===== src/rtl/prefetch_cache_ctrl_if.sv =====
// Control/status bundle between prefetch_cache_ctrl and the datapath,
// bus adapter, cacheline adapter and prefetcher.
// master: the controller; slave: the surrounding blocks.
`timescale 1ns/1ps
interface prefetch_cache_ctrl_if;
  logic       mem_read, mem_write, mem_resp;
  logic       pmem_read, pmem_write, pmem_resp;
  logic       prefetch_ready, prefetch_ack;
  logic       miss, way, dirty_out;
  logic [1:0] data_in_sel;
  logic       pmem_addr_sel;
  logic [1:0] wr_en_data_0_sel, wr_en_data_1_sel;
  logic       dirty_in, valid_in;
  logic       ld_dirty_0, ld_dirty_1, ld_valid_0, ld_valid_1;
  logic       ld_tag_0, ld_tag_1, ld_lru;
  logic       index_sel, tag_sel;

  modport master (
    input  mem_read, mem_write, pmem_resp, prefetch_ready, miss, way, dirty_out,
    output mem_resp, pmem_read, pmem_write, prefetch_ack, data_in_sel,
           pmem_addr_sel, wr_en_data_0_sel, wr_en_data_1_sel, dirty_in, valid_in,
           ld_dirty_0, ld_dirty_1, ld_valid_0, ld_valid_1, ld_tag_0, ld_tag_1,
           ld_lru, index_sel, tag_sel
  );

  modport slave (
    output mem_read, mem_write, pmem_resp, prefetch_ready, miss, way, dirty_out,
    input  mem_resp, pmem_read, pmem_write, prefetch_ack, data_in_sel,
           pmem_addr_sel, wr_en_data_0_sel, wr_en_data_1_sel, dirty_in, valid_in,
           ld_dirty_0, ld_dirty_1, ld_valid_0, ld_valid_1, ld_tag_0, ld_tag_1,
           ld_lru, index_sel, tag_sel
  );
endinterface


===== src/rtl/prefetch_cache_ctrl.sv =====
// Sequencer for the 2-way, 8-set prefetch cache datapath. Arbitrates between
// CPU requests and prefetcher line installs, with a starvation limit that
// forces a pending prefetch after STARVE_LIMIT CPU completions.
// Optional performance counters: define PREFETCH_CACHE_CTRL_PERF_CNT_EN.
`timescale 1ns/1ps
module prefetch_cache_ctrl #(
  parameter int unsigned STARVE_LIMIT = 4,
  parameter int unsigned CNT_WIDTH    = 32
) (
  input  logic                 clk,
  input  logic                 rst,
  prefetch_cache_ctrl_if.master bus
`ifdef PREFETCH_CACHE_CTRL_PERF_CNT_EN
  ,
  output logic [CNT_WIDTH-1:0] hit_cnt,
  output logic [CNT_WIDTH-1:0] miss_cnt,
  output logic [CNT_WIDTH-1:0] pf_install_cnt,
  output logic [CNT_WIDTH-1:0] pf_drop_cnt
`endif
);

  localparam int unsigned SW = $clog2(STARVE_LIMIT + 1);
  localparam logic [SW-1:0] LIMIT    = SW'(STARVE_LIMIT);
  localparam logic [SW-1:0] STV_ONE  = SW'(1);

  if (STARVE_LIMIT < 1 || CNT_WIDTH < 1) begin : g_bad_params
    $error("prefetch_cache_ctrl: STARVE_LIMIT and CNT_WIDTH must be >= 1");
  end

  typedef enum logic [2:0] {
    S_IDLE, S_CHECK, S_WB, S_FILL, S_PF_CHECK, S_PF_WB, S_PF_INSTALL
  } state_t;

  state_t        state_q, state_d;
  logic [SW-1:0] starve_q, starve_d;
  logic          cpu_req, pf_win;
  logic          line_ld, byte_wr;

  assign cpu_req = bus.mem_read | bus.mem_write;
  assign pf_win  = bus.prefetch_ready & (~cpu_req | (starve_q == LIMIT));

  // Next state and all datapath strobes, decoded from state and status inputs
  always_comb begin
    state_d               = state_q;
    line_ld               = 1'b0;
    byte_wr               = 1'b0;
    bus.mem_resp          = 1'b0;
    bus.pmem_read         = 1'b0;
    bus.pmem_write        = 1'b0;
    bus.prefetch_ack      = 1'b0;
    bus.data_in_sel       = 2'b00;
    bus.pmem_addr_sel     = 1'b0;
    bus.wr_en_data_0_sel  = 2'b00;
    bus.wr_en_data_1_sel  = 2'b00;
    bus.dirty_in          = 1'b0;
    bus.valid_in          = 1'b0;
    bus.ld_dirty_0        = 1'b0;
    bus.ld_dirty_1        = 1'b0;
    bus.ld_valid_0        = 1'b0;
    bus.ld_valid_1        = 1'b0;
    bus.ld_tag_0          = 1'b0;
    bus.ld_tag_1          = 1'b0;
    bus.ld_lru            = 1'b0;
    bus.index_sel         = 1'b0;
    bus.tag_sel           = 1'b0;
    unique case (state_q)
      S_IDLE: begin
        if (pf_win)       state_d = S_PF_CHECK;
        else if (cpu_req) state_d = S_CHECK;
      end
      S_CHECK: begin
        if (!bus.miss) begin
          bus.mem_resp = 1'b1;
          bus.ld_lru   = 1'b1;
          byte_wr      = bus.mem_write;
          state_d      = S_IDLE;
        end else begin
          state_d = bus.dirty_out ? S_WB : S_FILL;
        end
      end
      S_WB: begin
        bus.pmem_write = 1'b1;
        if (bus.pmem_resp) state_d = S_FILL;
      end
      S_FILL: begin
        bus.pmem_read     = 1'b1;
        bus.pmem_addr_sel = 1'b1;
        if (bus.pmem_resp) begin
          line_ld = 1'b1;
          state_d = S_CHECK;
        end
      end
      S_PF_CHECK: begin
        bus.index_sel = 1'b1;
        bus.tag_sel   = 1'b1;
        if (!bus.miss) begin
          bus.prefetch_ack = 1'b1;
          state_d          = S_IDLE;
        end else begin
          state_d = bus.dirty_out ? S_PF_WB : S_PF_INSTALL;
        end
      end
      S_PF_WB: begin
        bus.index_sel  = 1'b1;
        bus.tag_sel    = 1'b1;
        bus.pmem_write = 1'b1;
        if (bus.pmem_resp) state_d = S_PF_INSTALL;
      end
      S_PF_INSTALL: begin
        bus.index_sel    = 1'b1;
        bus.tag_sel      = 1'b1;
        bus.data_in_sel  = 2'b11;
        bus.ld_lru       = 1'b1;
        bus.prefetch_ack = 1'b1;
        line_ld          = 1'b1;
        state_d          = S_IDLE;
      end
      default: state_d = S_IDLE;
    endcase
    // Full-line install (pmem fill or prefetch) and CPU byte write share the
    // per-way strobe steering; the source mux is chosen in the case above.
    if (line_ld) begin
      bus.valid_in = 1'b1;
      if (bus.way) begin
        bus.wr_en_data_1_sel = 2'b01;
        bus.ld_tag_1         = 1'b1;
        bus.ld_valid_1       = 1'b1;
        bus.ld_dirty_1       = 1'b1;
      end else begin
        bus.wr_en_data_0_sel = 2'b01;
        bus.ld_tag_0         = 1'b1;
        bus.ld_valid_0       = 1'b1;
        bus.ld_dirty_0       = 1'b1;
      end
    end
    if (byte_wr) begin
      bus.data_in_sel = 2'b01;
      bus.dirty_in    = 1'b1;
      if (bus.way) begin
        bus.wr_en_data_1_sel = 2'b10;
        bus.ld_dirty_1       = 1'b1;
      end else begin
        bus.wr_en_data_0_sel = 2'b10;
        bus.ld_dirty_0       = 1'b1;
      end
    end
  end

  // Starvation counter: CPU completions while a prefetch waits, cleared on ack
  always_comb begin
    starve_d = starve_q;
    if (bus.prefetch_ack)
      starve_d = '0;
    else if (bus.mem_resp && bus.prefetch_ready && starve_q != LIMIT)
      starve_d = starve_q + STV_ONE;
  end

  // State and starvation counter registers
  always_ff @(posedge clk or negedge rst) begin
    if (!rst) begin
      state_q  <= S_IDLE;
      starve_q <= '0;
    end else begin
      state_q  <= state_d;
      starve_q <= starve_d;
    end
  end

`ifdef PREFETCH_CACHE_CTRL_PERF_CNT_EN
  localparam logic [CNT_WIDTH-1:0] CNT_ONE = CNT_WIDTH'(1);

  logic                 first_chk_q;
  logic [CNT_WIDTH-1:0] hit_q, miss_q, inst_q, drop_q;
  logic                 first_chk_d, hit_inc, miss_inc, inst_inc, drop_inc;

  assign first_chk_d = (state_q == S_IDLE) && (state_d == S_CHECK);
  assign hit_inc     = (state_q == S_CHECK) && first_chk_q && !bus.miss;
  assign miss_inc    = (state_q == S_CHECK) && first_chk_q &&  bus.miss;
  assign inst_inc    = (state_q == S_PF_INSTALL);
  assign drop_inc    = (state_q == S_PF_CHECK) && !bus.miss;

  // Saturating event counters; only the lookup entered from IDLE is counted
  always_ff @(posedge clk or negedge rst) begin
    if (!rst) begin
      first_chk_q <= 1'b0;
      hit_q       <= '0;
      miss_q      <= '0;
      inst_q      <= '0;
      drop_q      <= '0;
    end else begin
      first_chk_q <= first_chk_d;
      if (hit_inc  && hit_q  != '1) hit_q  <= hit_q  + CNT_ONE;
      if (miss_inc && miss_q != '1) miss_q <= miss_q + CNT_ONE;
      if (inst_inc && inst_q != '1) inst_q <= inst_q + CNT_ONE;
      if (drop_inc && drop_q != '1) drop_q <= drop_q + CNT_ONE;
    end
  end

  assign hit_cnt        = hit_q;
  assign miss_cnt       = miss_q;
  assign pf_install_cnt = inst_q;
  assign pf_drop_cnt    = drop_q;
`else
`endif

endmodule


===== src/flat_wrapper.sv =====
// flat-port wrapper written by rule: the top's interface ports become plain ports
module prefetch_cache_ctrl_flat 
#(
  parameter int unsigned STARVE_LIMIT = 4,
  parameter int unsigned CNT_WIDTH    = 32
)
  (clk, rst, bus_mem_read, bus_mem_write, bus_pmem_resp, bus_prefetch_ready, bus_miss, bus_way, bus_dirty_out, bus_mem_resp, bus_pmem_read, bus_pmem_write, bus_prefetch_ack, bus_data_in_sel, bus_pmem_addr_sel, bus_wr_en_data_0_sel, bus_wr_en_data_1_sel, bus_dirty_in, bus_valid_in, bus_ld_dirty_0, bus_ld_dirty_1, bus_ld_valid_0, bus_ld_valid_1, bus_ld_tag_0, bus_ld_tag_1, bus_ld_lru, bus_index_sel, bus_tag_sel);
  prefetch_cache_ctrl_if bus_i ();
  input  logic clk;
  input  logic rst;
  input wire logic [$bits(bus_i.mem_read)-1:0] bus_mem_read;
  input wire logic [$bits(bus_i.mem_write)-1:0] bus_mem_write;
  input wire logic [$bits(bus_i.pmem_resp)-1:0] bus_pmem_resp;
  input wire logic [$bits(bus_i.prefetch_ready)-1:0] bus_prefetch_ready;
  input wire logic [$bits(bus_i.miss)-1:0] bus_miss;
  input wire logic [$bits(bus_i.way)-1:0] bus_way;
  input wire logic [$bits(bus_i.dirty_out)-1:0] bus_dirty_out;
  output wire logic [$bits(bus_i.mem_resp)-1:0] bus_mem_resp;
  output wire logic [$bits(bus_i.pmem_read)-1:0] bus_pmem_read;
  output wire logic [$bits(bus_i.pmem_write)-1:0] bus_pmem_write;
  output wire logic [$bits(bus_i.prefetch_ack)-1:0] bus_prefetch_ack;
  output wire logic [$bits(bus_i.data_in_sel)-1:0] bus_data_in_sel;
  output wire logic [$bits(bus_i.pmem_addr_sel)-1:0] bus_pmem_addr_sel;
  output wire logic [$bits(bus_i.wr_en_data_0_sel)-1:0] bus_wr_en_data_0_sel;
  output wire logic [$bits(bus_i.wr_en_data_1_sel)-1:0] bus_wr_en_data_1_sel;
  output wire logic [$bits(bus_i.dirty_in)-1:0] bus_dirty_in;
  output wire logic [$bits(bus_i.valid_in)-1:0] bus_valid_in;
  output wire logic [$bits(bus_i.ld_dirty_0)-1:0] bus_ld_dirty_0;
  output wire logic [$bits(bus_i.ld_dirty_1)-1:0] bus_ld_dirty_1;
  output wire logic [$bits(bus_i.ld_valid_0)-1:0] bus_ld_valid_0;
  output wire logic [$bits(bus_i.ld_valid_1)-1:0] bus_ld_valid_1;
  output wire logic [$bits(bus_i.ld_tag_0)-1:0] bus_ld_tag_0;
  output wire logic [$bits(bus_i.ld_tag_1)-1:0] bus_ld_tag_1;
  output wire logic [$bits(bus_i.ld_lru)-1:0] bus_ld_lru;
  output wire logic [$bits(bus_i.index_sel)-1:0] bus_index_sel;
  output wire logic [$bits(bus_i.tag_sel)-1:0] bus_tag_sel;
  assign bus_i.mem_read = bus_mem_read;
  assign bus_i.mem_write = bus_mem_write;
  assign bus_i.pmem_resp = bus_pmem_resp;
  assign bus_i.prefetch_ready = bus_prefetch_ready;
  assign bus_i.miss = bus_miss;
  assign bus_i.way = bus_way;
  assign bus_i.dirty_out = bus_dirty_out;
  assign bus_mem_resp = bus_i.mem_resp;
  assign bus_pmem_read = bus_i.pmem_read;
  assign bus_pmem_write = bus_i.pmem_write;
  assign bus_prefetch_ack = bus_i.prefetch_ack;
  assign bus_data_in_sel = bus_i.data_in_sel;
  assign bus_pmem_addr_sel = bus_i.pmem_addr_sel;
  assign bus_wr_en_data_0_sel = bus_i.wr_en_data_0_sel;
  assign bus_wr_en_data_1_sel = bus_i.wr_en_data_1_sel;
  assign bus_dirty_in = bus_i.dirty_in;
  assign bus_valid_in = bus_i.valid_in;
  assign bus_ld_dirty_0 = bus_i.ld_dirty_0;
  assign bus_ld_dirty_1 = bus_i.ld_dirty_1;
  assign bus_ld_valid_0 = bus_i.ld_valid_0;
  assign bus_ld_valid_1 = bus_i.ld_valid_1;
  assign bus_ld_tag_0 = bus_i.ld_tag_0;
  assign bus_ld_tag_1 = bus_i.ld_tag_1;
  assign bus_ld_lru = bus_i.ld_lru;
  assign bus_index_sel = bus_i.index_sel;
  assign bus_tag_sel = bus_i.tag_sel;
  prefetch_cache_ctrl #(.STARVE_LIMIT(STARVE_LIMIT), .CNT_WIDTH(CNT_WIDTH)) u_core (.clk(clk), .rst(rst), .bus(bus_i));
endmodule

===== config.mk =====
export PLATFORM = sky130hd
export DESIGN_NAME = prefetch_cache_ctrl_flat
export DESIGN_NICKNAME = d
export VERILOG_FILES = /design/src/rtl/prefetch_cache_ctrl_if.sv /design/src/rtl/prefetch_cache_ctrl.sv /design/src/flat_wrapper.sv
export SDC_FILE = /design/constraint.sdc
export NUM_CORES = 1
export LEC_CHECK = 0
export CORE_MARGIN = 4
export CORE_UTILIZATION = 25
export CTS_CLUSTER_DIAMETER = 100
export CTS_CLUSTER_SIZE = 28
export DETAILED_ROUTE_END_ITERATION = 10
export PLACE_DENSITY_LB_ADDON = 0.12
export SETUP_SLACK_MARGIN = 0.02
export SYNTH_ARGS = -nofsm -noshare
export SYNTH_HDL_FRONTEND = slang
export SYNTH_SLANG_ARGS = --single-unit

===== constraint.sdc =====
create_clock -name clk -period 2.25 [get_ports clk]
set_input_delay 0.45 -clock clk [delete_from_list [all_inputs] [get_ports clk]]
set_output_delay 0.45 -clock clk [all_outputs]
set_load 0.01 [all_outputs]

# Word level (Yosys, flattened, before mapping)
# Index checks and enable logic that the tools add are counted.
word_totals:
  register_bits: 6
  output_inout_bits: 22
  word_cells: 69
op_classes:
  n_addsub: 1
  eq_ne: 12
  mux: 43
  n_bitwise: 4
  reduce_logical: 7
op_table:
  columns: ["operator", "n"]
  rows:
  - ["3-bit two-way mux", 9]
  - ["1-bit two-way mux", 21]
  - ["2-bit two-way mux", 9]
  - ["3-bit one-hot mux with 6 select lines", 1]
  - ["3-bit equality test (second input constant)", 4]
  - ["3-bit by 2-bit equality test with 1-bit output (second input constant)", 2]
  - ["2-bit inequality test (second input constant)", 3]
  - ["1-bit one-hot mux with 2 select lines", 3]
  - ["4-bit AND reduction", 1]
  - ["3-bit by 1-bit adder with 3-bit output (second input constant)", 1]
  - ["3-bit by 1-bit equality test with 1-bit output (second input constant)", 1]
  - ["3-bit logical NOT", 1]
  - ["3-bit by 1-bit inequality test with 1-bit output (second input constant)", 1]
  - ["3-bit inequality test (second input constant)", 1]
  - ["3-bit OR reduction", 1]
  - ["1-bit logical AND", 2]
  - ["1-bit OR", 2]
  - ["2-bit nonzero test", 1]
  - ["2-bit OR reduction", 1]
  - ["1-bit AND", 1]
  - ["1-bit NOT", 1]

# Longest topological paths before layout
logic_depth:
  depth_word: 6
  ltp_mapped: 7
  mapped_depth_nobuf: 7

# Worst setup path after synthesis
# Ideal clock, no wire load.
synth_path:
  kind: "register -> output"
  start: "register u_core.state_q[1]"
  end: "output port bus_ld_dirty_0"
  t_arrival_ns: 1.383
  path_slack_ns: 0.417
  path_stages_with_launch: 6
  n_path_buf: 0
  path_cell_list: "dfrtp_1 > nor4b_4 > nand2_1 > clkinv_1 > nor2_1 > nor2_1"
synth_between:
  elab_chain_cells: 5
  elab_cells_between_ends: 8
  classes_between: "3 x eq/ne; 5 x mux"
synth_rtl:
  columns: ["item", "line", "text"]
  rows:
  - ["start: declaration", "prefetch_cache_ctrl.sv:34", "state_t state_q, state_d;"]
  - ["start signal: assignment", "prefetch_cache_ctrl.sv:164", "state_q <= state_d;"]
  - ["3-bit equality test or 3-bit by 2-bit equality test with 1-bit output (tied branches)", "prefetch_cache_ctrl.sv:66", "unique case (state_q)"]
  - ["1-bit one-hot mux with 2 select lines", "prefetch_cache_ctrl.sv:66", null]
  - ["1-bit two-way mux", "prefetch_cache_ctrl.sv:122", "if (line_ld) begin"]
  - ["1-bit two-way mux", "prefetch_cache_ctrl.sv:139", "if (bus.way) begin"]
  - ["1-bit two-way mux *", "prefetch_cache_ctrl.sv:136", "if (byte_wr) begin"]
  - ["end: declaration", "flat_wrapper.sv:28", "output wire logic [$bits(bus_i.ld_dirty_0)-1:0] bus_ld_dirty_0;"]
# Every way passes the cells marked *; elsewhere a longest branch is shown, timed or not.

# Final worst setup path
layout_path:
  start: "input port bus_pmem_resp"
  end: "output port bus_ld_dirty_0"
layout_between:
  elab_chain_cells: 5
layout_rtl:
  columns: ["item", "line", "text"]
  rows:
  - ["start: declaration", "flat_wrapper.sv:13", "input wire logic [$bits(bus_i.pmem_resp)-1:0] bus_pmem_resp;"]
  - ["1-bit two-way mux *", "prefetch_cache_ctrl.sv:88", "if (bus.pmem_resp) begin"]
  - ["1-bit one-hot mux with 2 select lines *", "prefetch_cache_ctrl.sv:66", null]
  - ["1-bit two-way mux *", "prefetch_cache_ctrl.sv:122", null]
  - ["1-bit two-way mux", "prefetch_cache_ctrl.sv:139", null]
  - ["1-bit two-way mux *", "prefetch_cache_ctrl.sv:136", null]
# Marked as above.

==> run_results.csv <==
group,metric,value,unit
placed_design,dp_hpwl,1.33,mm
power_and_ir_drop,intPower,573,uW
critical_path,crit_slowest_cell,"clkdlybuf4s50_1",
synth,synth_area_per_cell,7.43,sq um
global_route,grt_overflow,0,
critical_path,endpoint_kind,"primary output",
cts,cts_buffer_depth,2,
cells_and_area,syn2layout_area_growth,66.7,%
cts,cts-hold-fix-buffers,0,
cells_and_area,final_nets,131,
critical_path,critPathMaxFanout,6,
drt,top_layer,"met3",
critical_path,critical_path_class,"in -> out",
drt,wl_met1,744,um
cts,cts_tree,"yes",
synth,syn_nets,91,
cts,cts.clk_slew.worst_paths,50,ps
timing,setup_ws,52.7,ps
cells_and_area,final_cell_count_no_fill,146,
floorplanning,row_count,17,
cells_and_area,n_antenna_cell,0,
drt,vias,672,
cts,clockRootBuffer,"clkbuf_4",
critical_path,critPathArrivalTime,1750,ps
critical_path,critPathRequiredTime,1800,ps
cts,cts_max_level,1,
floorplanning,die_w,56.8,um
floorplanning,num_io_pins,31,
cts,insertion_delay,240,ps
drt,totalWireLength,1.66,mm
power_and_ir_drop,swShare,42.1,%
placed_design,dp_slack,-405,ps
floorplanning,fp.coreArea,2230,sq um
timing,timing_hold_violations_final,0,
cts,cts_sinks,6,
drt,drc_errors,0,
synth,synthCells,80,
power_and_ir_drop,switchingPower,417,uW
power_and_ir_drop,p_leak,0.000526,uW
hold_path,min_path_type,"in -> async",
synth,synth-edff-count,0,
critical_path,timing.rr.end,"u_core.state_q[0]",
synth,ys.warnings.count,0,
timing,slew_violations,0,
synth,synth_cell_types,31,
power_and_ir_drop,pwr-share-comb,68.6,%
synth,synth-async-reset-ratio,100,%
synth,synth_flop_cell,"dfrtp_1",
critical_path,slowest_delay,420,ps
timing,setup_viol,0,
power_and_ir_drop,irDropWorstVdd,529,uV
drt,dr_wl_met2,749,um
timing,finalCritPeriodShare,97.7,%
power_and_ir_drop,p_per_area,999,nW/um^2
floorplanning,dieArea,3220,sq um
drt,wire_per_inst,11.4,um
critical_path,rr_worst_depth,7,
power_and_ir_drop,power_frac_seq,21.4,%
global_route,grt_pass1_wl,2.77,mm
run,max_cap_viol_count,0,
cells_and_area,drive_gt1_share,18.6,%
critical_path,startpoint_type,"input port",
synth,ys_seq_area_share,25.3,%
global_route,groute.usage.overall,10.8,%
critical_path,r2r_slack,740,ps
timing,fin_crit,2200,ps
placed_design,dp.cells,141,
floorplanning,die_y,56.8,um
global_route,grt_antenna_before_repair,0,
drt,post_drt_via_cell_ratio,4.60,
critical_path,crit_start,"bus_pmem_resp",
timing,grt_setup_unrepaired,"yes",
timing,tightest_slew,327,ps
synth,syn_area,594,sq um
critical_path,timing.rr.start,"u_core.starve_q[0]",
drt,firstDrtPassIters,4,
global_route,grt_pass1_vias,623,
drt,postRouteAntennaNets,0,
placed_design,portBuffers,30,
timing,max_freq,0.455,GHz
placed_design,routabilityCongestion,0.778,
critical_path,crit_end,"bus_ld_dirty_0",
timing,max_slew_margin,78.0,%
power_and_ir_drop,clkPwrFrac,9.9,%
drt,drtIter0Drc,12,
timing,skew,4.76,ps
critical_path,path_cells,"clkdlybuf4s50_1, and3b_1, o21a_2, nor2_4, nor2_1, dlygate4sd2_1",
floorplanning,start_util,26.6,%
cts,cts_made_buffers,3,
synth,synth_seq_cells,6,
drt,wl_met3,164,um
global_route,grt_max_degree,16,
run_status,status,"completed",
per-stage QoR:
stage / hold slack, ps / total power, uW / utilization [%] / TNS [ps] / area [sq um]
floorplan: 154 / 604 / - / 0 / 594
global placement: 469 / 905 / 43.0 / -2770 / 961
detailed placement: 473 / 919 / 43.0 / -3130 / 961
CTS: 448 / 999 / 43.9 / 0 / 981
global route: 450 / 1100 / 44.4 / -14.7 / 991
finish: 444 / 990 / 44.4 / 0 / 991
critical path: cells and delay by family:
kind	cells	cell delay (ps)
buffers and inverters	2	710
and+or+nand+nor	3	350
AOI/OAI and AO/OA	1	240
cell families after synthesis:
family / synth area share, %
multiplexers: 1.68
buffers and inverters: 10.5
flip-flops: 25.3
AO/OA/AOI/OAI: 16.6
AND/OR/NAND/NOR: 40.2
adder cells (fa/ha/maj): 4.21
XOR/XNOR: 1.47
how the worst min path moves through the flow:
stage	start	endpoint	cells past startpoint
floorplan	rst	u_core.starve_q[0]	0
global placement	u_core.starve_q[2]	u_core.starve_q[2]	1
detailed placement	u_core.starve_q[2]	u_core.starve_q[2]	1
CTS	rst	u_core.starve_q[2]	1
global route	rst	u_core.starve_q[2]	1
finish	rst	u_core.starve_q[2]	1
power by group through the flow:
stage          clock, uW  sequential [uW]  combinational, uW
6_report            98.2              212                680
2_1_floorplan          0              203                402
3_3_place_gp           0              211                694
3_5_place_dp           0              212                707
4_1_cts              104              212                683
5_1_grt              118              221                758
synthesized netlist by cell type (2+ instances only):
master	n	area share (%)
a21oi_1	3	2.5
nand2_1	9	5.7
a21boi_0	2	2.5
and3b_1	2	2.9
buf_4	4	5.1
dfrtp_1	6	25
nand3_1	2	1.7
and2_1	2	2.1
buf_2	2	1.7
nor2_1	12	7.6
o21ai_0	6	5.1
nand2b_1	3	3.2
inv_1	4	2.5
ha_1	2	4.2
nor2b_1	5	5.3
timing repair:
item / CTS / global route
pin swaps: 2 / 0
setup endpoints to repair: 16 / 8
gates resized for setup: 19 / 4
buffers inserted: 2 / 0
layout make-up:
class / count / area, sq um
fill: 255 / 1240
multi-input combinational: 62 / 392
timing repair buffer: 42 / 372
sequential: 6 / 151
tap: 28 / 35.0
clock buffer: 3 / 22.5
inverter: 5 / 18.8
routing by layer:
layer  track usage (%)  vias to the layer above
li1                  -                      340
met1              13.4                      306
met2              17.2                       26
met3              4.83                        0
met4              1.99                        0
met5                 0                        -
layout by cell type, fill, tap and decap left out, drive strengths merged:
cell type	Yosys	layout
nand3	3	3
a31oi	1	1
buf	6	12
o31a	1	1
ha	2	2
nor2b	6	6
or4	1	1
o211ai	1	1
a21oi	3	3
nand3b	1	1
nand2	9	9
nand2b	3	3
clkinv	1	1
clkdlybuf4s50	0	12
a21boi	2	2
nor2	12	12
and2	2	2
mux2i	1	1
xnor2	1	1
or2	1	1
and3b	2	2
dlymetal6s2s	0	1
dfrtp	6	6
inv	4	4
o21ai	6	6
clkbuf	1	3
o21a	1	1
a211oi	1	1
and3	1	1
dlygate4sd2	0	17
nor4b	1	1
registers in the layout (all words and copies together) (netlist names):
register         count
u_core.state_q       3
u_core.starve_q      3
(Power assumes the default switching activity.)
